`src/rtl/tag_ram_ctrl.sv`:
```
// Tag RAM controller: arbitrates lookup/update onto a single-port sync-read RAM,
// runs a full-array flush, and returns hit/miss for lookups one cycle after the read.
module tag_ram_ctrl #(
  parameter int unsigned AWIDTH = 3,
  parameter int unsigned DWIDTH = 7
) (
  input  logic              clock,
  input  logic              reset_n,
  input  logic              flush_req,
  output logic              flush_busy,
  input  logic              lk_valid,
  output logic              lk_ready,
  input  logic [AWIDTH-1:0] lk_addr,
  input  logic [DWIDTH-2:0] lk_tag,
  output logic              lk_rsp_valid,
  output logic              lk_rsp_hit,
  output logic [DWIDTH-1:0] lk_rsp_data,
  input  logic              up_valid,
  output logic              up_ready,
  input  logic [AWIDTH-1:0] up_addr,
  input  logic [DWIDTH-2:0] up_tag,
  output logic [AWIDTH-1:0] ram_addr,
  output logic [DWIDTH-1:0] ram_din,
  output logic              ram_we,
  input  logic [DWIDTH-1:0] ram_dout
);

  typedef enum logic {
    S_IDLE,
    S_FLUSH
  } state_t;

  state_t            state_q, state_d;
  logic [AWIDTH-1:0] cnt_q, cnt_d;
  logic              rr_q, rr_d;
  logic              rd_pend_q, rd_pend_d;
  logic [DWIDTH-2:0] lk_tag_q, lk_tag_d;
  logic [AWIDTH-1:0] addr_q, addr_d;
  logic              rsp_valid_q, rsp_valid_d;
  logic              rsp_hit_q, rsp_hit_d;
  logic [DWIDTH-1:0] rsp_data_q, rsp_data_d;

  // Grants are suppressed while reset is asserted so no write can slip out
  // combinationally during an asynchronous reset.
  always_comb begin
    state_d    = state_q;
    cnt_d      = cnt_q;
    rr_d       = rr_q;
    rd_pend_d  = 1'b0;
    lk_tag_d   = lk_tag_q;
    flush_busy = 1'b0;
    lk_ready   = 1'b0;
    up_ready   = 1'b0;
    ram_we     = 1'b0;
    ram_din    = '0;
    ram_addr   = addr_q;
    if (reset_n) begin
      case (state_q)
        S_IDLE: begin
          if (flush_req) begin
            state_d = S_FLUSH;
            cnt_d   = '0;
          end else if (lk_valid && (!up_valid || !rr_q)) begin
            lk_ready  = 1'b1;
            ram_addr  = lk_addr;
            rd_pend_d = 1'b1;
            lk_tag_d  = lk_tag;
            if (up_valid) rr_d = ~rr_q;
          end else if (up_valid) begin
            up_ready = 1'b1;
            ram_addr = up_addr;
            ram_din  = {1'b1, up_tag};
            ram_we   = 1'b1;
            if (lk_valid) rr_d = ~rr_q;
          end
        end
        S_FLUSH: begin
          flush_busy = 1'b1;
          ram_we     = 1'b1;
          ram_din    = '0;
          ram_addr   = cnt_q;
          cnt_d      = cnt_q + 1'b1;
          if (cnt_q == '1) state_d = S_IDLE;
        end
        default: state_d = S_IDLE;
      endcase
    end
    addr_d = ram_addr;
  end

  always_comb begin
    rsp_valid_d = rd_pend_q;
    rsp_hit_d   = rsp_hit_q;
    rsp_data_d  = rsp_data_q;
    if (rd_pend_q) begin
      rsp_data_d = ram_dout;
      rsp_hit_d  = ram_dout[DWIDTH-1] & (ram_dout[DWIDTH-2:0] == lk_tag_q);
    end
  end

  always_ff @(posedge clock or negedge reset_n) begin
    if (!reset_n) begin
      state_q     <= S_IDLE;
      cnt_q       <= '0;
      rr_q        <= 1'b0;
      rd_pend_q   <= 1'b0;
      lk_tag_q    <= '0;
      addr_q      <= '0;
      rsp_valid_q <= 1'b0;
      rsp_hit_q   <= 1'b0;
      rsp_data_q  <= '0;
    end else begin
      state_q     <= state_d;
      cnt_q       <= cnt_d;
      rr_q        <= rr_d;
      rd_pend_q   <= rd_pend_d;
      lk_tag_q    <= lk_tag_d;
      addr_q      <= addr_d;
      rsp_valid_q <= rsp_valid_d;
      rsp_hit_q   <= rsp_hit_d;
      rsp_data_q  <= rsp_data_d;
    end
  end

  assign lk_rsp_valid = rsp_valid_q;
  assign lk_rsp_hit   = rsp_hit_q;
  assign lk_rsp_data  = rsp_data_q;

endmodule

```
`config.mk`:
```
export PLATFORM = sky130hd
export DESIGN_NAME = tag_ram_ctrl
export DESIGN_NICKNAME = d
export VERILOG_FILES = /design/src/rtl/tag_ram_ctrl.sv
export SDC_FILE = /design/constraint.sdc
export NUM_CORES = 1
export LEC_CHECK = 0
export CAP_MARGIN = 25
export CELL_PAD_IN_SITES_DETAIL_PLACEMENT = 1
export CELL_PAD_IN_SITES_GLOBAL_PLACEMENT = 1
export CORE_MARGIN = 3
export CORE_UTILIZATION = 32
export CTS_BUF_LIST = sky130_fd_sc_hd__clkbuf_4 sky130_fd_sc_hd__clkbuf_8
export CTS_CLUSTER_SIZE = 40
export DETAILED_ROUTE_END_ITERATION = 12
export PLACE_DENSITY = 0.79
export SLEW_MARGIN = 20
export SYNTH_ARGS = -nofsm -noshare
export SYNTH_HDL_FRONTEND = slang
export SYNTH_SLANG_ARGS = --single-unit
```
`constraint.sdc`:
```
create_clock -name clock -period 1.85 [get_ports clock]
set_clock_uncertainty 0.05 [all_clocks]
set_input_delay 0.37 -clock clock [delete_from_list [all_inputs] [get_ports clock]]
set_output_delay 0.37 -clock clock [all_outputs]
set_load 0.01 [all_outputs]
```
==> impl_metrics.tcl, run 1 <==
set metrics [dict create \
    vias_per_cell 4.929 \
    antenna_found_initial 0 \
    start_kind "flop" \
    synth_cell_type_count 31 \
    syn-num-nets 138 \
    hp-class "input pin to asynchronous set/reset pin" \
    cp-end-kind "output pin" \
    holdWs_ns 0.07795 \
    synthTopCellsByArea "dfrtp_1 (49%), mux2_2 (7.4%), mux2_4 (7.4%)" \
    htree_levels 1 \
    clk_latency_ns 0.26 \
    grt_pass1_wl_mm 5.561 \
    rsz0062_at_grt "true" \
    power.total_mw 2.380 \
    multi_input_area_um2 594.3 \
    netlist_top_cells_count "dfrtp_1 (24), mux2_2 (8), and2_1 (7)" \
    crit_path_top_delay_cell "dfrtp_1" \
    power_density_mw_per_mm2 1161 \
    startpoint "state_q$_DFFE_PN0P_" \
    syn_to_final_growth_pct 67.66 \
    async_reset_ff_frac 1.000 \
    setup_violations 14 \
    core_area_mm2 0.003495 \
    r2r-start "state_q$_DFFE_PN0P_" \
    grt_pass1_vias 1192 \
    dieHeight_um 67.81 \
    fill_cells 384 \
    remaining_drc_errors 0 \
    final_layout_size_suffix_gt1_frac 0.3778 \
    clk_pin_slew_ns 0.09 \
    io_pins 53 \
    grt_overflow_total 0 \
    cts.sinks 24 \
    pre_cts_slack_ns -0.8478 \
    hold_viol 0 \
    outcome "finished, violations left" \
    yosysMostFrequentCell "dfrtp_1" \
    cts_tree "yes" \
    place.port_buffers 52 \
    first_iter_violations 25 \
    ir_drop_v 0.0004296 \
    yosysSeqAreaShare 0.4913 \
    gp_congestion 0.7965 \
    antennaDiodeCount 0 \
    syn_avg_cell_area_um2 11.53 \
    synth_edf_count 0 \
    grt_max_degree 17 \
    place_hpwl_mm 2.641 \
    routed_wl_mm 3.526 \
    crit_path_max_fanout 4 \
    cap_viol_max_count 0 \
    synthDominantCellAreaShare 0.4913 \
    worst_slack_ns -0.1949 \
    yosysTopAreaCell "dfrtp_1" \
    regArea_um2 600.6 \
    die_x_um 67.81 \
    period_minus_slack_ns 2.045 \
    layout.nets 213 \
    wl_per_cell_um 15.60 \
    cts.path.max_buffers 2 \
    cp_slowest_stage_delay_ns 0.40 \
    violations "negative setup slack" \
    dieArea_mm2 0.004598 \
    numCtsBuffers 3 \
    clockRootBuffer "clkbuf_8" \
    worstPathArrival_ns 1.62 \
    crit_chain "nor3b_2, buf_4, buf_6, o21ai_2, o211ai_1, buf_2" \
    worst_pin_slew_ns 0.3836 \
    leakage_nw 0.9506 \
    syn_area_mm2 0.001222 \
    fp-row-count 21 \
    grt_usage 0.1590 \
    netlist_instances 106 \
    slew_viol_final 0 \
    period_share 1.105 \
    maxSlewHeadroom 0.7410 \
    start_util 0.3498 \
    synth_ff_type "dfrtp_1" \
    drt_pass1_iterations 4 \
    ys_seq_elements 24 \
    crit_type "flop to output pin" \
    fmax_mhz 489.0 \
    cts_hold_buf 0 \
    final_antenna_net_count 0 \
    yosysWarnings 0 \
    vias 1114 \
    cp.required_ns 1.43 \
]
## area by class of cell
type,count,area share
inverters,6,0.01099
multi-input cells,70,0.2900
clock buffers,3,0.02015
flip-flops and latches,24,0.2930
clock inverters,1,0.01465
repair buffers,76,0.3431
well taps,46,0.02808
## kinds of logic after synthesis
logic type	after synthesis	share of synthesized area
AOI/OAI and AO/OA	20	0.1095
DFF	24	0.4913
buffers and inverters	12	0.04606
xor gates and xnor gates	7	0.05015
muxes	14	0.1474
and+or+nand+nor	27	0.1351
adders and majority gates	2	0.02047
## state kept, by name, summed over array words and instances, names as in the netlist
register	flops
lk_rsp_valid	1
rr_q	1
cnt_q	3
addr_q	3
rd_pend_q	1
lk_tag_q	6
lk_rsp_hit	1
state_q	1
lk_rsp_data	7
## critical path: cells and delay by family (launching register included)
kind | cells | cell delay (ns)
buffers and inverters | 3 | 0.45
flip-flops | 1 | 0.40
AO/OA/AOI/OAI | 2 | 0.32
AND/OR/NAND/NOR | 1 | 0.19
## cells in the final DEF (no fill, tap or decap), types with 2 or more instances in the layout
cell,count
a22o_1,2
nand3b_1,3
mux2_4,6
nand3_1,2
ha_1,2
nor2b_1,3
nand2_1,5
clkbuf_8,3
a31oi_1,2
o211ai_1,3
clkdlybuf4s50_1,34
xor2_1,3
buf_2,6
inv_1,5
xnor2_1,4
mux2_2,8
buf_6,15
dfrtp_1,24
o21ai_0,5
dlygate4sd2_1,3
buf_4,17
and2_4,7
o311ai_0,2
a211oi_1,2
## power by group
group | internal (mW) | leakage, nW | total [mW] | switching [mW]
Clock | 0.289 | 0.0357 | 0.454 | 0.165
Sequential | 0.748 | 0.299 | 0.896 | 0.148
Combinational | 0.647 | 0.616 | 1.03 | 0.383
Total | 1.68 | 0.951 | 2.38 | 0.697
## worst paths after layout
kind | end | slack (ns) | cells after the start
worst min register to register | lk_rsp_data[2]$_DFFE_PN0P_ | 0.46 | 1
worst max register to register | lk_tag_q[2]$_DFFE_PN0P_ | 0.10 | 5
max in group asynchronous | lk_rsp_data[2]$_DFFE_PN0P_ | 1.41 | 2
worst min-delay path | cnt_q[2]$_DFFE_PN0P_ | 0.08 | 2
min in group clock | lk_rsp_data[2]$_DFFE_PN0P_ | 0.46 | 1
worst max-delay path | ram_addr[1] | -0.19 | 6
## per-stage QoR
step / setup TNS [ns] / utilization / instances / cell area, um2
CTS: -0.8169 / 0.5607 / 223 / 1959
floorplan: 0 / - / 106 / 1222
detailed placement: -13.36 / 0.5356 / 212 / 1872
global placement: -11.90 / 0.5356 / 212 / 1872
global route: -2.963 / 0.5865 / 226 / 2049
finish: -1.726 / 0.5865 / 226 / 2049
## per-layer routing
| metal | routed length [um] | vias to the layer above | share of wire | global-route usage |
|---|---|---|---|---|
| met5 | 0 | - | 0 | 0 |
| li1 | - | 518 | - | - |
| met4 | 19 | 0 | 0.0054 | 0.02233 |
| met1 | 1470 | 545 | 0.42 | 0.2014 |
| met3 | 295 | 2 | 0.084 | 0.02829 |
| met2 | 1742 | 49 | 0.49 | 0.2868 |
## what timing repair did
action,4_1_cts,5_1_grt
setup buffers,7,3
gates resized for setup,73,15
pin swaps,8,8
endpoints found under the hold margin,0,0
gates cloned,0,0
setup endpoints to repair,20,13
Note: power is estimated with default switching activity, not from simulation.
==> run 2: changes to the inputs <==
--- a/config.mk
+++ b/config.mk
@@ -5,15 +5,16 @@
 export SDC_FILE = /design/constraint.sdc
 export NUM_CORES = 1
 export LEC_CHECK = 0
+export ABC_AREA = 1
 export CAP_MARGIN = 25
 export CELL_PAD_IN_SITES_DETAIL_PLACEMENT = 1
 export CELL_PAD_IN_SITES_GLOBAL_PLACEMENT = 1
 export CORE_MARGIN = 3
-export CORE_UTILIZATION = 32
+export CORE_UTILIZATION = 30
 export CTS_BUF_LIST = sky130_fd_sc_hd__clkbuf_4 sky130_fd_sc_hd__clkbuf_8
 export CTS_CLUSTER_SIZE = 40
 export DETAILED_ROUTE_END_ITERATION = 12
-export PLACE_DENSITY = 0.79
+export PLACE_DENSITY = 0.8
 export SLEW_MARGIN = 20
 export SYNTH_ARGS = -nofsm -noshare
 export SYNTH_HDL_FRONTEND = slang
==> impl_metrics.tcl, run 2 <==
set metrics [dict create \
    outcome "finished, violations left" \
    violations "negative setup slack" \
    final_antenna_net_count 0 \
    cp_slowest_stage_delay_ns 0.41 \
    syn_area_mm2 0.001314 \
    instances_no_fill 313 \
    yosysTopAreaCell "dfrtp_1" \
    vias 1431 \
    synth_cell_type_count 19 \
    dieArea_mm2 0.005209 \
    ir_drop_v 0.0006816 \
    htree_levels 1 \
    setup_violations 5 \
    cp.required_ns 1.43 \
    maxSlewHeadroom 0.7687 \
    yosysWarnings 0 \
    hold_viol 0 \
    holdWs_ns 0.09072 \
    leakage_nw 1.169 \
    ys_seq_elements 24 \
    worst_slack_ns -0.01022 \
    netlist_top_cells_count "nand2_1 (70), inv_1 (36), dfrtp_1 (24), nor2_1 (19), o21ai_0 (10)" \
    dieHeight_um 72.18 \
    period_share 1.006 \
    grt_pass1_wl_mm 7.203 \
    hp-class "input pin to asynchronous set/reset pin" \
    gp_congestion 0.7534 \
    slew_viol_final 0 \
    syn-num-nets 220 \
    final_util 0.5193 \
    dp.cells 305 \
    numCtsBuffers 3 \
    critPathBufInv 4 \
    syn_to_final_growth_pct 62.67 \
    start_kind "flop" \
    antenna_found_initial 0 \
    cp_top_family "buffers and inverters" \
    crit_chain "inv_2, nand2_4, inv_2, nand2_1, inv_1, nand2_1, a21oi_2, buf_2" \
    synth_edf_count 0 \
    clk_latency_ns 0.27 \
    fp-row-count 23 \
    grt_usage 0.1757 \
    crit_path_max_fanout 4 \
    die_x_um 72.18 \
    drt_pass1_iterations 2 \
    io_pins 53 \
    wl_per_cell_um 13.94 \
    place.port_buffers 52 \
    cts.path.max_buffers 2 \
    clk_pin_slew_ns 0.09 \
    core_area_mm2 0.004115 \
    crit_path_top_delay_cell "dfrtp_1" \
    grt_overflow_total 0 \
    power.total_mw 2.457 \
    yosysMostFrequentCell "nand2_1" \
    async_reset_ff_frac 1.000 \
    mostFrequentLayoutCells "nand2_1 (66), inv_1 (34), clkdlybuf4s50_1 (34)" \
    cts_hold_buf 0 \
    period_minus_slack_ns 1.860 \
    cp-end-kind "output pin" \
    yosysSeqAreaShare 0.4571 \
    cts.sinks 24 \
    cts_tree "yes" \
    antennaDiodeCount 0 \
    remaining_drc_errors 0 \
    place_hpwl_mm 3.393 \
    first_iter_violations 25 \
    synth_ff_type "dfrtp_1" \
    grt_pass1_vias 1515 \
    syn_avg_cell_area_um2 6.988 \
    crit_type "flop to output pin" \
    worstPathArrival_ns 1.44 \
    grt_max_degree 15 \
    fmax_mhz 537.6 \
    routed_wl_mm 4.364 \
    synthTopCellsByArea "dfrtp_1 (46%), nand2_1 (20%), inv_1 (10%)" \
    layout.nets 296 \
    cap_viol_max_count 0 \
    clockRootBuffer "clkbuf_8" \
    rsz0062_at_grt "true" \
    synthDominantCellAreaShare 0.4571 \
    netlist_instances 188 \
    vias_per_cell 4.572 \
    worst_pin_slew_ns 0.3466 \
    final_layout_size_suffix_gt1_frac 0.2395 \
    largest_reg_flops 7 \
    power_density_mw_per_mm2 1150 \
    final_common_cell "nand2_1" \
    start_util 0.3192 \
]
-- run 2: cell types whose count changed after synthesis, moves of 4 or more --
| cell | delta |
|---|---|
| inv_1 | +30 |
| nand2_1 | +65 |
| mux2_4 | -6 |
| mux2_2 | -8 |
| nand3_1 | +6 |
| o21ai_0 | +4 |
| and2_1 | -7 |
| nor2_1 | +18 |
| a21oi_1 | +5 |
-- run 2: final timing paths --
kind | start | to | slack, ns | cells after the start
worst max-delay path | state_q$_DFFE_PN0P_ | ram_addr[1] | -0.01 | 8
worst min-delay path | reset_n | rd_pend_q$_DFF_PN0_ | 0.09 | 2
worst max register to register | state_q$_DFFE_PN0P_ | lk_tag_q[2]$_DFFE_PN0P_ | 0.45 | 8
worst min register to register | rd_pend_q$_DFF_PN0_ | lk_rsp_valid$_DFF_PN0_ | 0.43 | 0
max in group asynchronous | reset_n | lk_rsp_hit$_DFFE_PN0P_ | 1.33 | 3
min in group clock | rd_pend_q$_DFF_PN0_ | lk_rsp_valid$_DFF_PN0_ | 0.43 | 0
-- run 2: cell type report --
type	count	area, um2
inverter	40	155.1
multi-input combinational	121	601.8
tap	50	62.56
fill	543	1978
sequential	24	600.6
clock buffer	3	41.29
timing repair buffer	74	645.6
clock inverter	1	30.03
-- run 2: cells by family after synthesis --
| kind of cell | count (synthesis) | synth area share |
|---|---|---|
| DFF | 24 | 0.4571 |
| and+or+nand+nor | 101 | 0.3191 |
| adders and majority gates | 2 | 0.01904 |
| buffers and inverters | 43 | 0.1305 |
| xor gates and xnor gates | 2 | 0.01334 |
| AOI/OAI and AO/OA | 16 | 0.06095 |
-- run 2: layer usage --
metal / part of all wire / up-vias / routed length [um] / GRT usage
li1: - / 703 / - / -
met1: 0.42 / 707 / 1833 / 0.2165
met2: 0.55 / 19 / 2411 / 0.3347
met3: 0.022 / 2 / 96 / 0.02078
met4: 0.0053 / 0 / 23 / 0.01879
met5: 0 / - / 0 / 0
-- run 2: timing repair --
action                                  4_1_cts  5_1_grt
gates resized for setup                      72       12
pin swaps                                     5        5
buffers inserted                              3        1
endpoints found under the setup margin       14       13
endpoints found under the hold margin         0        0
-- run 2: power breakdown --
group	switching, mW	total [mW]	internal (mW)
sequential	0.167	0.904	0.737
clock	0.169	0.459	0.289
combinational	0.541	1.09	0.553
-- run 2: through the flow --
stage / setup TNS [ns] / worst slack, ns / cell area, um2
global route: -0.9009 / -0.1058 / 2137
finish: -0.02191 / -0.01022 / 2137
global placement: -7.647 / -0.5838 / 2016
detailed placement: -8.464 / -0.6787 / 2016
floorplan: 0 / 0.2980 / 1314
CTS: -0.08011 / -0.06853 / 2100
==> run 3: changes to the inputs <==
--- a/config.mk
+++ b/config.mk
@@ -14,7 +14,7 @@
 export CTS_BUF_LIST = sky130_fd_sc_hd__clkbuf_4 sky130_fd_sc_hd__clkbuf_8
 export CTS_CLUSTER_SIZE = 40
 export DETAILED_ROUTE_END_ITERATION = 12
-export PLACE_DENSITY = 0.8
+export PLACE_DENSITY = 0.78
 export SLEW_MARGIN = 20
 export SYNTH_ARGS = -nofsm -noshare
 export SYNTH_HDL_FRONTEND = slang
==> impl_metrics.tcl, run 3 (same netlist as run 2, synthesis figures left out) <==
set metrics [dict create \
    outcome "finished, violations left" \
    violations "negative setup slack" \
    startpoint "state_q$_DFFE_PN0P_" \
    worstPathArrival_ns 1.51 \
    setup_violations 11 \
    start_util 0.3192 \
    clockRootBuffer "clkbuf_8" \
    vias_per_cell 4.440 \
    rsz0062_at_grt "true" \
    io_pins 53 \
    crit_path_end "ram_din[5]" \
    rr_worst_depth 10 \
    dieHeight_um 72.18 \
    met3_length_um 93 \
    grt_usage 0.1775 \
    worst_pin_slew_ns 0.3675 \
    cts_hold_buf 0 \
    antennaDiodeCount 0 \
    grt_pass1_wl_mm 7.162 \
    met2WireLength_mm 2.377 \
    maxSlewHeadroom 0.7547 \
    place.port_buffers 52 \
    htree_levels 1 \
    vias 1412 \
    antenna_found_initial 0 \
    final_common_cell "nand2_1" \
    rr_endpoint "lk_tag_q[2]$_DFFE_PN0P_" \
    final_antenna_net_count 0 \
    period_share 1.044 \
    final_util 0.5272 \
    clk_latency_ns 0.27 \
    cp-end-kind "output pin" \
    ir_drop_v 0.0004767 \
    crit_type "flop to output pin" \
    mostFrequentLayoutCells "nand2_1 (63), clkdlybuf4s50_1 (34), inv_1 (33)" \
    remaining_drc_errors 0 \
    syn_to_final_growth_pct 65.14 \
    clk_pin_slew_ns 0.09 \
    place_hpwl_mm 3.321 \
    numCtsBuffers 3 \
    dieArea_mm2 0.005209 \
    core_area_mm2 0.004115 \
    wl_per_cell_um 14.23 \
    final_layout_size_suffix_gt1_frac 0.2687 \
    cts_tree "yes" \
    grt_pass1_vias 1429 \
    power_density_mw_per_mm2 1151 \
    crit_path_max_fanout 7 \
    largest_reg_flops 7 \
    hold_viol 0 \
    fmax_mhz 517.6 \
    final_cell_area_mm2 0.002170 \
    hp-class "input pin to asynchronous set/reset pin" \
    placed_cell_area_mm2 0.002031 \
    leakage_nw 1.185 \
    wl_met1_mm 2.016 \
    cts.sinks 24 \
    r2r-start "state_q$_DFFE_PN0P_" \
    grt_max_degree 16 \
    cp.required_ns 1.43 \
    cts.path.max_buffers 2 \
    period_minus_slack_ns 1.932 \
    die_x_um 72.18 \
    start_kind "flop" \
    layout.nets 301 \
    drt_pass1_iterations 2 \
    gp_congestion 0.7868 \
    reg2reg_slack_ns 0.25 \
    first_iter_violations 38 \
    worst_slack_ns -0.08195 \
    routed_wl_mm 4.526 \
    cap_viol_max_count 0 \
    top_layer "met4" \
    grt_overflow_total 0 \
    slew_viol_final 0 \
    fp-row-count 23 \
]
==> run 3: changes by cell type in the layout (fill, tap and decap cells not counted) <==
cell,before,now
buf_4,21,25
nand2_2,3,7
nand2_1,66,63
buf_2,8,9
inv_1,34,33
inv_2,5,6
nand2_4,2,1
nor2_2,4,5
nor2_4,2,1
==> run 3: area by class of cell <==
cell class              count  area, um2
flip-flops and latches     24      600.6
repair buffers             79      680.7
multi-input cells         121      599.3
clock inverters             1      30.03
inverters                  40      155.1
clock buffers               3      41.29
well taps                  50      62.56
fillers                   536       1946
==> run 3: repair_timing <==
item,4_1_cts,5_1_grt
pin swaps,9,11
gates resized for setup,71,16
buffers inserted,4,4
setup endpoints to repair,14,13
==> run 3: worst min path at each step <==
stage / from / end
final: reset_n / addr_q[1]$_DFF_PN0_
after global routing: reset_n / addr_q[1]$_DFF_PN0_
after CTS: reset_n / addr_q[1]$_DFF_PN0_
after detailed placement: rd_pend_q$_DFF_PN0_ / lk_rsp_valid$_DFF_PN0_
after global placement: rd_pend_q$_DFF_PN0_ / lk_rsp_valid$_DFF_PN0_
after floorplan: reset_n / addr_q[0]$_DFF_PN0_
==> run 3: worst max-delay path, stage by stage, from the launching register on <==
cell and delay (ns):
dfrtp_1 0.42, inv_2 0.11, nand2_2 0.08, buf_6 0.12, nor2_4 0.11, nand3_4 0.14
nor2_1 0.12, buf_2 0.14
==> run 3: through the flow <==
stage | TNS [ns] | setup WS, ns | cells | hold WS (ns) | power (mW)
floorplan | 0 | 0.2980 | 188 | 0.02441 | 1.341
global placement | -8.076 | -0.6192 | 307 | 0.3739 | 1.894
detailed placement | -8.723 | -0.6705 | 307 | 0.3958 | 1.946
finish | -0.5222 | -0.08195 | 318 | 0.1051 | 2.497
CTS | -0.6077 | -0.08817 | 315 | 0.1066 | 2.457
global route | -1.465 | -0.1487 | 318 | 0.1043 | 2.690
==> run 3: power by group <==
| group | switching, mW | leakage, nW | internal [mW] |
|---|---|---|---|
| registers | 0.170 | 0.288 | 0.737 |
| logic | 0.554 | 0.862 | 0.567 |
| clock network | 0.179 | 0.0357 | 0.290 |
| total | 0.904 | 1.19 | 1.59 |
==> run 3: metal layers <==
layer / global-route usage / vias up
li1: - / 716
met4: 0.03132 / 0
met1: 0.2394 / 676
met3: 0.02770 / 4
met2: 0.3033 / 16
met5: 0 / -
